$ cat config.mk
export PLATFORM = sky130hd
export DESIGN_NAME = addition_normalize_ctrl
export DESIGN_NICKNAME = d
export VERILOG_FILES = /design/src/rtl/addition_normalize_ctrl.sv
export SDC_FILE = /design/constraint.sdc
export NUM_CORES = 1
export LEC_CHECK = 0
export CORE_MARGIN = 1.5
export CORE_UTILIZATION = 48
export CTS_CLUSTER_SIZE = 12
export DETAILED_ROUTE_END_ITERATION = 12
export PLACE_DENSITY_LB_ADDON = 0.2
export RECOVER_POWER = 50
export SYNTH_ARGS = -nofsm -noshare
export SYNTH_HDL_FRONTEND = slang
export SYNTH_SLANG_ARGS = --single-unit
export TNS_END_PERCENT = 20
$ cat constraint.sdc
create_clock -name clk -period 3.85 [get_ports clk]
set_input_delay 0.77 -clock clk [delete_from_list [all_inputs] [get_ports clk]]
set_output_delay 0.77 -clock clk [all_outputs]
set_load 0.05 [all_outputs]
$ cat src/rtl/addition_normalize_ctrl.sv
// ---------------------------------------------------------------------------
// addition_normalize_ctrl
//
// Sequencing controller for the adder's normalization stage (stage 4).
// Accepts the stage-3 mantissa sum and the stage-1 bigger exponent over a
// valid/ready handshake. It then scans for the leading one, one bit per cycle.
// It presents the left-shift amount to stage 4 and to stage 5 over a second
// valid/ready handshake. The scan is capped by the exponent, so the
// normalized exponent never goes below zero.
//
// Ports
//   clk                     rising-edge clock
//   rst_n                   asynchronous active-low reset
//   addition_in             stage-3 mantissa sum            [MENT_WIDTH]
//   bigger_exponent_in      stage-1 bigger exponent         [EXPO_WIDTH]
//   in_valid / in_ready     operand handshake
//   normalize_position_out  left-shift amount to stage 4    [PW]
//   valid_bit_out           stage-4 valid (low for a zero sum)
//   out_valid / out_ready   result handshake to stage 5
//   zero_out                sum was all zeros
//   underflow_out           scan hit the exponent cap before a leading one
// ---------------------------------------------------------------------------
module addition_normalize_ctrl #(
    parameter int MENT_WIDTH = 23,
    parameter int EXPO_WIDTH = 8,
    localparam int PW = $clog2(MENT_WIDTH) + 1
) (
    input  logic                  clk,
    input  logic                  rst_n,
    input  logic [MENT_WIDTH-1:0] addition_in,
    input  logic [EXPO_WIDTH-1:0] bigger_exponent_in,
    input  logic                  in_valid,
    output logic                  in_ready,
    output logic [PW-1:0]         normalize_position_out,
    output logic                  valid_bit_out,
    output logic                  out_valid,
    input  logic                  out_ready,
    output logic                  zero_out,
    output logic                  underflow_out
);

    localparam logic [1:0] S_IDLE = 2'd0;
    localparam logic [1:0] S_SCAN = 2'd1;
    localparam logic [1:0] S_DONE = 2'd2;

    // Common width for the count-vs-exponent compare, so both sides are
    // zero-extended whichever of the two is wider.
    localparam int CW = (PW > EXPO_WIDTH) ? PW : EXPO_WIDTH;

    logic [1:0]            state;
    logic [MENT_WIDTH-1:0] shreg;
    logic [EXPO_WIDTH-1:0] exp_cap;
    logic [PW-1:0]         count;
    logic                  zero_flag;
    logic                  underflow_flag;

    logic                  sh_zero;
    logic                  sh_msb;
    logic                  at_cap;
    logic                  accept;
    logic                  shift_en;

    assign sh_zero  = (shreg == '0);
    assign sh_msb   = shreg[MENT_WIDTH-1];
    assign at_cap   = (CW'(count) == CW'(exp_cap));
    assign accept   = in_valid && (state == S_IDLE);
    assign shift_en = (state == S_SCAN) && !sh_zero && !sh_msb && !at_cap;

    // Control: FSM, shift count and result flags
    always_ff @(posedge clk or negedge rst_n) begin
        if (!rst_n) begin
            state          <= S_IDLE;
            count          <= '0;
            zero_flag      <= 1'b0;
            underflow_flag <= 1'b0;
        end else begin
            case (state)
                S_IDLE: begin
                    if (in_valid) begin
                        state          <= S_SCAN;
                        count          <= '0;
                        zero_flag      <= 1'b0;
                        underflow_flag <= 1'b0;
                    end
                end
                S_SCAN: begin
                    // A leading one found exactly at the cap is a normal
                    // result, so the MSB test outranks the cap test.
                    if (sh_zero) begin
                        zero_flag <= 1'b1;
                        count     <= '0;
                        state     <= S_DONE;
                    end else if (sh_msb) begin
                        state <= S_DONE;
                    end else if (at_cap) begin
                        underflow_flag <= 1'b1;
                        state          <= S_DONE;
                    end else begin
                        count <= count + PW'(1);
                    end
                end
                S_DONE: begin
                    if (out_ready) begin
                        state          <= S_IDLE;
                        zero_flag      <= 1'b0;
                        underflow_flag <= 1'b0;
                    end
                end
                default: state <= S_IDLE;
            endcase
        end
    end

    // Data: operand capture and scan shifter (no reset needed, only read in SCAN)
    always_ff @(posedge clk) begin
        if (accept) begin
            shreg   <= addition_in;
            exp_cap <= bigger_exponent_in;
        end else if (shift_en) begin
            shreg <= shreg << 1;
        end
    end

    // Outputs decoded from registered state only
    assign in_ready               = (state == S_IDLE);
    assign out_valid              = (state == S_DONE);
    assign normalize_position_out = out_valid ? count : '0;
    assign zero_out               = zero_flag;
    assign underflow_out          = underflow_flag;
    assign valid_bit_out          = out_valid & ~zero_flag;

endmodule

==> metrics.txt, run 1 <==
Final nets=between 200 and 250; maximum buffer depth of the clock tree=2; post-layout min period=slightly below 3 ns; worst vdd ir=0.309 mV; largest net degree at the start of global routing=24; post-CTS setup buffer count=0; IO buf count=between 40 and 50; critical path type=input port to register; H-tree Lvls=2; Worst-Skew Late Latency=around 0.29 ns; via-per-instance ratio=5.36; Hold Path Class=register to register; CP cell instances=dlygate4sd3_1 -> and2_0 -> clkbuf_1 -> a21oi_1 -> a221o_1; CP Buf/Inv Count=2; P_int=~1.1 mW; total placed cells including tap cells=228; number of synthesized register bits=41; RSZ-0062 raised after global routing=false; status=finished, final reports clean; total design power=1.59 mW; Final setup viols=0; Starting DRT DRC Count=67; Reg power frac=0.510; GPL Wtd Cong=0.817; antenna-violating nets left=0; routed length per instance=15.6 um; Slew Limit Headroom=0.258; crit share post-route=0.768; Avg Synthesized Cell Area=14.4 um2; startpoint class of the critical path=input port; Logic pwr share=0.325; Fmax=338 MHz; CP Data Required Time=4.02 ns; leading area contributor after synthesis=edfxtp_1; Power Dens Cells=633 nW/um2; Core Region=3770 um2; Crit-path slowest cell=clkbuf_1; post-synthesis sequential area ratio=0.607; Pins Over Slew Limit=0; Resized Gates After CTS=0; Die H=66.7 um; Synth top area share=0.478; Remaining DRCs=0; CP arrival=3.13 ns; grt total ovfl=0; Switching Share=0.330; detailed-placement wirelength estimate=2750 um; Die ar.=4450 um2; worst slew pin tran=approximately 1.1 ns; CTS tree=done; non-filler cells in the finished layout=236; clock share of power=0.164; wl on met1=approximately 1700 um; Netlist cell types=39; TritonRoute pass-1 iters=4; hold buffers post-CTS=0; P_leak=between 0.9 and 1 nW; Top FF cell, synth=edfxtp_1; CP max stage delay=0.84 ns; most common cell after layout, fill and taps aside=clkdlybuf4s50_1; CTS root buf=clkbuf_8; io pins=46; EDFF count, synth=31; CP Capture Type=register; gr usage total=0.183; Post-Syn Area=1950 um2; WL met3=~180 um; setup TNS=0 ns; Synth-to-Final Area Change=29.2%; Post-synth ARST share=0.244; cell family with most CP delay=buffers and inverters; Fin. Hold Viols=0; vias in the first global route=~1.3k; Syn. warnings=0; # Max-Cap Violations=0; critical-path maximum fanout=22; post-synth net total=171; Rows=22; clock-pin slew on the worst setup and hold paths=around 0.080 ns; Starting Density=0.516; global-route wire length before repair=between 5000 and 6000 um; Mapped Cells=135; layout cells sized above 1=0.191; Setup Skew=0.00727 ns; Synth area leaders=edfxtp_1 (48%), mux2_2 (13%), dfrtp_1 (13%); initial antenna violation count=0; DR top layer=met4; WL final=3670 um; via count=~1.3k; chip width=66.7 um; CTS Buf Count=5; ant diodes=0; Sw Pwr=between 500 and 600 uW; Num Clock Sinks=41; most frequent cells in the layout=clkdlybuf4s50_1 (35), edfxtp_1 (31), mux2_2 (23); Met2 Wirelength=1770 um
==> worst paths after layout <==
kind                               start             to  slack, ns  cells after the start
setup / recovery                in_valid       count[3]       0.89                      5
hold / removal             underflow_out  underflow_out       0.53                      1
setup reg to reg                state[0]       count[3]       1.34                      5
hold reg to reg            underflow_out  underflow_out       0.53                      1
max in group asynchronous          rst_n       count[0]       2.64                      1
min in group asynchronous          rst_n       state[1]       0.87                      1
==> power by group through the flow <==
| stage | Combinational (mW) | Sequential (mW) | Clock, mW |
|---|---|---|---|
| global placement | 0.520 | 0.814 | 0 |
| detailed placement | 0.540 | 0.823 | 0 |
| floorplan | 0.390 | 0.786 | 0 |
| finish | 0.519 | 0.813 | 0.262 |
| global route | 0.567 | 0.832 | 0.289 |
| CTS | 0.542 | 0.816 | 0.269 |
==> worst reg2reg max path: stages (launching register included) <==
cell and delay (ns):
dfrtp_1 0.46, nor2_1 0.17, and2_0 0.19, clkbuf_1 0.84, a21oi_1 0.31, a221o_1 0.44
==> stage by stage <==
stage / util / setup slack, ns / instance area, um2 / hold slack [ns]
floorplan: - / 1.05 / 1950 / 0.474
global placement: 0.654 / 1.36 / 2460 / 0.477
detailed placement: 0.654 / 1.33 / 2460 / 0.513
CTS: 0.675 / 1.01 / 2550 / 0.530
global route: 0.667 / 0.733 / 2520 / 0.543
finish: 0.667 / 0.895 / 2520 / 0.532
==> logic make-up after synthesis <==
| kind of cell | after synthesis | synth area share |
|---|---|---|
| buffers and inverters | 4 | 0.00964 |
| flip-flops | 41 | 0.607 |
| XOR/XNOR | 6 | 0.0270 |
| AND/OR/NAND/NOR | 46 | 0.157 |
| AO/OA/AOI/OAI | 13 | 0.0553 |
| adder cells (fa/ha/maj) | 1 | 0.00643 |
| multiplexers | 24 | 0.138 |
==> synthesized netlist by cell type (all sizes together) (2+ instances only) <==
cell     n
nor2     8
nand2    3
dfrtp   10
nor3     2
xnor2    3
o21ai    3
xor2     3
and2    10
nand3    2
nand2b   2
mux2    23
nor4     7
a221o    3
buf      3
edfxtp  31
a21oi    2
or2      3
nor2b    3
==> final cells by class <==
class	count	area [um2]
Clock inverter	3	12.5
Inverter	1	3.75
Clock buffer	5	68.8
Sequential cell	41	1180
Timing Repair Buffer	48	465
Fill cell	283	1250
Multi-Input combinational cell	90	724
Tap cell	48	60.1
==> routing by layer <==
| metal | GRT usage | vias up |
|---|---|---|
| met2 | 0.301 | 35 |
| met1 | 0.236 | 614 |
| met5 | 0 | - |
| li1 | - | 615 |
| met3 | 0.0490 | 2 |
| met4 | 0.0536 | 0 |
==> registers in the layout (all words and copies together), names as in the netlist <==
signal	flops
zero_out	1
underflow_out	1
exp_cap	8
shreg	23
state	2
count	6
Note: power is estimated with default switching activity, not from simulation.
==> run 2, diff against run 1 <==
==> constraint.sdc (replaced) <==
create_clock -name clk -period 2.8 [get_ports clk]
set_input_delay 0.56 -clock clk [delete_from_list [all_inputs] [get_ports clk]]
set_output_delay 0.56 -clock clk [all_outputs]
set_load 0.05 [all_outputs]
==> metrics.txt, run 2 (synthesis gave the netlist of run 1 again) <==
status=finished, final reports clean (unchanged); vias in the first global route=1208 (was 1279); most frequent cells in the layout=clkdlybuf4s50_1 (34), edfxtp_1 (31), mux2_2 (23) (was clkdlybuf4s50_1 (35), edfxtp_1 (31), mux2_2 (23)); Fin. Hold Viols=0 (unchanged); Final nets=223 (unchanged); post-layout min period=2.65 ns; post-layout util=0.678 (was 0.667); Die ar.=4450 um2 (unchanged); Final setup viols=0 (unchanged); hold path startpoint=underflow_out (unchanged); Most flops, register=shreg (unchanged); antenna-violating nets left=0 (unchanged); CP Buf/Inv Count=2 (unchanged); post-CTS setup buffer count=0 (unchanged); largest net degree at the start of global routing=24 (unchanged); most common cell after layout, fill and taps aside=clkdlybuf4s50_1 (unchanged); IO buf count=45 (unchanged); Setup Skew=0.00521 ns (was 0.00727 ns); top flop regs=shreg (23), exp_cap (8), count (6) (unchanged); global-route wire length before repair=5770 um (was 5930 um); worst vdd ir=0.487 mV (was 0.309 mV); grt total ovfl=0 (unchanged); final instance area=2560 um2 (was 2520 um2); WL final=3610 um (was 3670 um); Filler cells=269 (was 283); chip width=66.7 um (unchanged); initial antenna violation count=0 (unchanged); Remaining DRCs=0 (unchanged); Power Dens Cells=900 nW/um2 (was 633 nW/um2); CTS tree=done (unchanged); Multi-input gate area=737 um2 (was 724 um2); cell family with most CP delay=buffers and inverters (unchanged); Starting DRT DRC Count=59 (was 67); CP arrival=2.09 ns (was 3.13 ns); Die H=66.7 um (unchanged); flop-to-flop setup slack=0.28 ns (was 1.34 ns); Crit-path slowest cell=clkdlybuf4s50_1 (was clkbuf_1); H-tree Lvls=2 (unchanged); CTS root buf=clkbuf_8 (unchanged); maximum buffer depth of the clock tree=2 (unchanged); CP Capture Type=primary output (was register); Rows=22 (unchanged); hold buffers post-CTS=0 (unchanged); clock-pin slew on the worst setup and hold paths=0.08 ns (about the same); Core Region=3770 um2 (unchanged); CP max stage delay=0.79 ns (was 0.84 ns); critical path type=register to primary output (was input port to register); Pins Over Slew Limit=0 (unchanged); # Max-Cap Violations=0 (unchanged); via count=1275 (was 1266); CP Data Required Time=2.24 ns (was 4.02 ns); io pins=46 (unchanged); worst slew pin tran=0.765 ns (was 1.11 ns); Post-DP Area=2470 um2 (was 2460 um2); setup TNS=0 ns (unchanged); critical-path maximum fanout=9 (was 22); Num Clock Sinks=41 (unchanged); startpoint class of the critical path=register (was input port); Starting Density=0.516 (unchanged); via-per-instance ratio=5.40 (was 5.36); detailed-placement wirelength estimate=2650 um (was 2750 um); TritonRoute pass-1 iters=4 (unchanged); layout cells sized above 1=0.213 (was 0.191); Worst-Skew Late Latency=0.29 ns (about the same); RSZ-0062 raised after global routing=false (unchanged); hold_ws=0.510 ns (was 0.532 ns); Fmax=approximately 380 MHz; Reg area=1180 um2 (unchanged); CP startpoint=state[0] (was in_valid); Resized Gates After CTS=0 (unchanged); routed length per instance=15.3 um (was 15.6 um); number of flip-flops in the largest register=23 (unchanged); GPL Wtd Cong=0.787 (was 0.817); gr usage total=0.182 (was 0.183); Synth-to-Final Area Change=31.4% (was 29.2%); Slew Limit Headroom=0.490 (was 0.258); crit share post-route=0.948; CP cell instances=nand2b_1 -> inv_1 -> and2_1 -> clkdlybuf4s50_1 (was dlygate4sd3_1 -> and2_0 -> clkbuf_1 -> a21oi_1 -> a221o_1); R2R Path Start=shreg[16] (was state[0]); ant diodes=0 (unchanged); CTS Buf Count=5 (unchanged); P_leak=0.953 nW (was 0.931 nW); Hold Path Class=register to register (unchanged)
-- run 2: final timing paths --
kind / to / cells past startpoint
hold / removal: underflow_out / 1
setup reg to reg: shreg[15] / 6
setup / recovery: normalize_position_out[2] / 4
max in group asynchronous: count[0] / 1
min in group asynchronous: count[5] / 1
hold reg to reg: underflow_out / 1
-- run 2: per-stage QoR --
| step | instances | setup WS (ns) | power (mW) |
|---|---|---|---|
| after floorplan | 135 | 0.253 | 1.62 |
| after global placement | 228 | 0.478 | 1.84 |
| after detailed placement | 228 | 0.439 | 1.87 |
| after CTS | 236 | 0.128 | 2.34 |
| after global routing | 236 | 0.0448 | 2.43 |
| final | 236 | 0.146 | 2.30 |
-- run 2: layout make-up --
| cell class | instances | area share |
|---|---|---|
| repair buffers | 48 | 0.182 |
| inverters | 1 | 0.00147 |
| clock inverters | 3 | 0.0161 |
| clock buffers | 5 | 0.0269 |
| multi-input cells | 90 | 0.288 |
| flip-flops and latches | 41 | 0.462 |
| well taps | 48 | 0.0235 |
-- run 2: layer usage --
metal	up-vias	wire length [um]	track usage
met5	-	0	0
met4	0	56	0.0689
met3	6	161	0.0557
met2	36	1690	0.278
met1	612	1700	0.243
li1	621	-	-
-- run 2: where the power goes --
part | internal [mW] | switching (mW)
Clock | 0.262 | 0.200
Sequential | 0.964 | 0.157
Combinational | 0.338 | 0.382
==> run 3, diff against run 2 <==
--- a/config.mk
+++ b/config.mk
@@ -11,6 +11,7 @@
 export DETAILED_ROUTE_END_ITERATION = 12
 export PLACE_DENSITY_LB_ADDON = 0.2
 export RECOVER_POWER = 50
+export SKIP_CTS_REPAIR_TIMING = 1
 export SYNTH_ARGS = -nofsm -noshare
 export SYNTH_HDL_FRONTEND = slang
 export SYNTH_SLANG_ARGS = --single-unit
==> results of run 3 <==
No change in the layout: final DEF, timing and power equal those of run 2.
